==> config.mk <==
export PLATFORM = sky130hd
export DESIGN_NAME = sfifo_ctrl
export DESIGN_NICKNAME = d
export VERILOG_FILES = /design/src/rtl/sfifo_ctrl_pkg.sv /design/src/rtl/sfifo_ctrl.sv
export SDC_FILE = /design/constraint.sdc
export NUM_CORES = 1
export LEC_CHECK = 0
export ABC_AREA = 1
export BUFFER_PORTS_ARGS = -buffer_cell sky130_fd_sc_hd__buf_2
export CAP_MARGIN = 5
export CORE_MARGIN = 2
export CORE_UTILIZATION = 45
export CTS_BUF_LIST = sky130_fd_sc_hd__clkbuf_8
export CTS_CLUSTER_DIAMETER = 100
export DETAILED_ROUTE_END_ITERATION = 10
export GPL_TIMING_DRIVEN = 0
export PLACE_DENSITY = 0.77
export SKIP_CTS_REPAIR_TIMING = 1
export SLEW_MARGIN = 20
export SYNTH_ARGS = -nofsm -noshare
export SYNTH_HDL_FRONTEND = slang
export SYNTH_SLANG_ARGS = --single-unit
==> constraint.sdc <==
create_clock -name clk -period 1.8 [get_ports clk]
set_input_delay 0.09 -clock clk [delete_from_list [all_inputs] [get_ports clk]]
set_output_delay 0.09 -clock clk [all_outputs]
set_load 0.02 [all_outputs]
==> src/rtl/sfifo_ctrl_pkg.sv <==
// sfifo_ctrl_pkg: shared helper for the synchronous FIFO pointer/flag controller.
// The flag vector packs {pfull, pempty, full, empty, fullm1, emptyp1, emptyp2}.
package sfifo_ctrl_pkg;

  localparam int unsigned FLAG_NBITS = 7;

  // Status flags for a given occupancy. Signed integer compares let
  // degenerate thresholds (e.g. PFULL_LVL <= 0 when DEPTH is tiny) resolve
  // to constant-true/false naturally.
  function automatic logic [FLAG_NBITS-1:0] calc_flags(
    input int cnt,
    input int depth,
    input int pfull_lvl,
    input int pempty_lvl
  );
    calc_flags = {cnt >= pfull_lvl,
                  cnt <= pempty_lvl,
                  cnt == depth,
                  cnt == 0,
                  cnt == depth - 1,
                  cnt == 1,
                  cnt == 2};
  endfunction

endpackage

==> src/rtl/sfifo_ctrl.sv <==
// sfifo_ctrl: pointer, occupancy and registered-flag controller for a
// single-clock FIFO whose storage array lives in the wrapper.
// Optional simulation-only protocol/consistency checks: define SFIFO_CTRL_CHECK_EN.
module sfifo_ctrl
  import sfifo_ctrl_pkg::*;
#(
  parameter int DEPTH_NBITS = 3,
  parameter int DEPTH       = 8,
  parameter int PFULL_LVL   = DEPTH - 2,
  parameter int PEMPTY_LVL  = 1
) (
  input  logic                   clk,
  input  logic                   rst,
  input  logic                   rd,
  input  logic                   wr,
  output logic                   pfull,
  output logic                   pempty,
  output logic [DEPTH_NBITS:0]   ncount,
  output logic [DEPTH_NBITS:0]   count,
  output logic                   full,
  output logic                   empty,
  output logic                   fullm1,
  output logic                   emptyp1,
  output logic                   emptyp2,
  output logic [DEPTH_NBITS-1:0] nrptr,
  output logic [DEPTH_NBITS-1:0] rptr,
  output logic [DEPTH_NBITS-1:0] wptr
);

  localparam int CW = DEPTH_NBITS + 1;

  logic                   rd_ok;
  logic                   wr_ok;
  logic [DEPTH_NBITS-1:0] nwptr;
  logic [FLAG_NBITS-1:0]  nflags;
  logic [FLAG_NBITS-1:0]  flags;

  // Qualified strobes and next-state values; flags derive from ncount so
  // the registered flags always agree with the registered count.
  always_comb begin
    rd_ok  = rd & ~empty;
    wr_ok  = wr & ~full;
    ncount = count + CW'(wr_ok) - CW'(rd_ok);
    nrptr  = rptr + DEPTH_NBITS'(rd_ok);
    nwptr  = wptr + DEPTH_NBITS'(wr_ok);
    nflags = calc_flags(int'(ncount), DEPTH, PFULL_LVL, PEMPTY_LVL);
  end

  // State registers; reset flags take whatever the compares give at count=0.
  always_ff @(posedge clk) begin
    if (rst) begin
      count <= '0;
      rptr  <= '0;
      wptr  <= '0;
      flags <= calc_flags(0, DEPTH, PFULL_LVL, PEMPTY_LVL);
    end else begin
      count <= ncount;
      rptr  <= nrptr;
      wptr  <= nwptr;
      flags <= nflags;
    end
  end

  assign {pfull, pempty, full, empty, fullm1, emptyp1, emptyp2} = flags;

`ifdef SFIFO_CTRL_CHECK_EN
  // Simulation-only misuse and internal consistency reporting.
  always_ff @(posedge clk) begin
    if (!rst) begin
      if (rd && empty)
        $display("ERROR: %0t %m read when FIFO empty", $time);
      if (wr && full)
        $display("ERROR: %0t %m write when FIFO full", $time);
      if (int'(count) > DEPTH)
        $display("ERROR: %0t %m count %0d exceeds depth %0d", $time, count, DEPTH);
      if (flags != calc_flags(int'(count), DEPTH, PFULL_LVL, PEMPTY_LVL))
        $display("ERROR: %0t %m flags %b inconsistent with count %0d", $time, flags, count);
    end
  end
`endif

endmodule

==> out/metrics.csv <==
metric;value;unit
status;complete, but fails checks;
failing checks;setup timing;
IO Pins;28;
TritonRoute pass-1 iters;4;
TritonCTS Buffers;3;
Pleak;0.6028;nW
Vias per Instance;4.755;
Yosys top cell by area;dfxtp_1;
Top delay family on crit path;adder cells;
worst-path cell chain;nor2_4 > inv_2 > nand2_1 > nand2_1 > ha_2 > fa_2 > xor2_2 > buf_4;
Slowest Stage Delay on Critical Path;0.39;ns
die span in y;45.39;um
min Tclk post-route;1.942;ns
Yosys cell types;18;
cell area after synthesis;770.7;um^2
Synth Instances;97;
syn nets;108;
detailed placement HPWL;1166;um
clk root buf;clkbuf_8;
RSZ-0062 raised after global routing;true;
buffer depth of the longest clock path;2;
CP required;1.71;ns
Die X;45.39;um
area growth from synthesis to layout;40.91;%
initial antenna violation count;0;
R2R setup slack;-0.08;ns
R2R Path Start;flags[3]$_SDFF_PP1_;
Max-Cap Viols;0;
Final nets;143;
post-synthesis sequential area ratio;44.16;%
Hold Slack;0.1383;ns
synthesized flop and latch total;17;
GPL Wtd Cong;0.8373;
worst hold stages;4;
layout cells sized above 1;45.04;%
vias in the first global route;546;
Sum Neg Setup Slack;-0.6867;ns
Routed WL per cell;11.47;um
post-route ant nets;0;
clock sinks;17;
Post-DP Area;957.2;um^2
FF-to-FF End;flags[0]$_SDFF_PP0_;
worst slew pin tran;0.2827;ns
CP Capture Type;output pin;
Avg Inst Size Synth;7.946;um^2
Worst Hold Class;primary input to flip-flop;
CTS H-tree depth;1;
WS Path Type;flip-flop to output pin;
Reg area;345.3;um^2
pin count of the biggest net entering global routing;11;
final instance area;1086;um^2
Starting Density;49.44;%
PwrDens;2230;nW/um^2
CTS tree;done;
commonest non-fill, non-tap cells in the layout;24 x buf_2, 19 x nand2_1, 16 x inv_1;
IR drop worst, VDD;1167;uV
top cells by area, synth;dfxtp_1 44%, nand2_1 11%, ha_1 9.7%;
Slew HR;81.06;%
Post-Layout Cell Count;147;
Total Wirelength;1686;um
CORE AREA;1559;um^2
Buf+Inv Stages, Crit Path;2;
fin. max-slew vios;0;
crit share post-route;107.9;%
Yosys warnings;0;
WP data arrival;1.85;ns
placement row count;14;
Synth top area share;44.16;%
Die ar.;2060;um^2
fillers;124;
Crit-path slowest cell;fa_2;
Final Hold Viols;0;
commonest non-fill, non-tap cell in the layout;buf_2;
Port Buf Inserts;27;
Worst Hold End;flags[6]$_SDFF_PP0_;
Setup Viol. Count Final;10;
clock latency on the worst-skew pair;0.25;ns
most frequent CP cell;nand2_1;
GRT Util Overall;16.36;%
fmax;0.5148;GHz
Reg2Reg Depth;10;
startpoint types;flip-flop;
hold_sp;rst;
global-route wire length before repair;2277;um
area occupied by multi-input gates;435.4;um^2
Iteration-0 DRC Markers;7;
grt ovf;0;
post-route setup slack;-0.1424;ns
Vias;699;
DR DRC count;0;
worst clock skew;0.005173;ns
Cells after DPL;140;
final core utilization;69.66;%
ANT cells;0;
Clk pin slew, worst setup/hold paths;0.07;ns
Worst Path Max Fanout;3;
## worst reg2reg max path, stage by stage (launching register included)
cell and delay [ns]:
dfxtp_4 0.35, nor2_4 0.16, inv_2 0.05, nand2_1 0.05
nand2_1 0.05, ha_2 0.19, fa_2 0.58, inv_2 0.07
nor2_4 0.09, nand3_2 0.09, nor2_2 0.13
## Yosys cell counts (all sizes together)
cell type	count
a21oi	1
buf	1
dfxtp	17
fa	1
ha	6
inv	17
nand2	24
nand3	5
nor2	17
nor3	1
o21ai	1
or2	2
xnor2	2
xor2	2
## cell type report
class | instances | area share (%)
Clock buffer | 3 | 3.802
Tap cell | 16 | 1.843
Timing Repair Buffer | 30 | 15.78
Clock inverter | 1 | 0.3456
Buffer | 1 | 0.4608
Multi-Input combinational cell | 62 | 40.09
Sequential cell | 17 | 31.80
Inverter | 17 | 5.876
## metrics by stage
stage                     setup slack (ns)  power, mW
final                              -0.1424      2.422
after global routing               -0.2344      2.585
after CTS                          -0.1784      2.163
after detailed placement           -0.1691      1.884
after global placement            -0.09634      1.848
after floorplan                   -0.05302      1.563
## sequential cells by signal, summed over array words and instances (netlist names)
| name | flops |
|---|---|
| wptr | 3 |
| count | 4 |
| rptr | 3 |
| flags | 7 |
## worst max path at each step
stage	startpoint	to	slack, ns	depth (start not counted)
floorplan	flags[4]$_SDFF_PP0_	flags[5]$_SDFF_PP1_	-0.05	9
global placement	flags[3]$_SDFF_PP1_	flags[5]$_SDFF_PP1_	-0.1	11
detailed placement	flags[4]$_SDFF_PP0_	flags[5]$_SDFF_PP1_	-0.17	9
CTS	flags[4]$_SDFF_PP0_	flags[5]$_SDFF_PP1_	-0.18	9
global route	flags[3]$_SDFF_PP1_	flags[5]$_SDFF_PP1_	-0.23	11
finish	flags[3]$_SDFF_PP1_	ncount[2]	-0.14	8
## logic make-up after synthesis
family	share of synthesized area, %
simple gates	28.73
buf+inv	8.928
flops	44.16
xor+xnor	4.546
fa+ha+maj	12.34
compound gates	1.297
## layer usage
| layer | routed length, um | up-vias | global-route usage (%) |
|---|---|---|---|
| li1 | - | 356 | - |
| met1 | 636 | 317 | 18.09 |
| met2 | 912 | 22 | 26.48 |
| met3 | 96 | 4 | 4.365 |
| met4 | 40 | 0 | 12.35 |
| met5 | 0 | - | 0 |
## power by group
group / switching, mW / total (mW) / internal [mW] / leakage, nW
logic: 0.958 / 1.56 / 0.601 / 0.435
registers: 0.0693 / 0.588 / 0.518 / 0.141
clock network: 0.125 / 0.276 / 0.151 / 0.0269
total: 1.15 / 2.42 / 1.27 / 0.603
No activity file was read; power rests on OpenSTA's default activity.
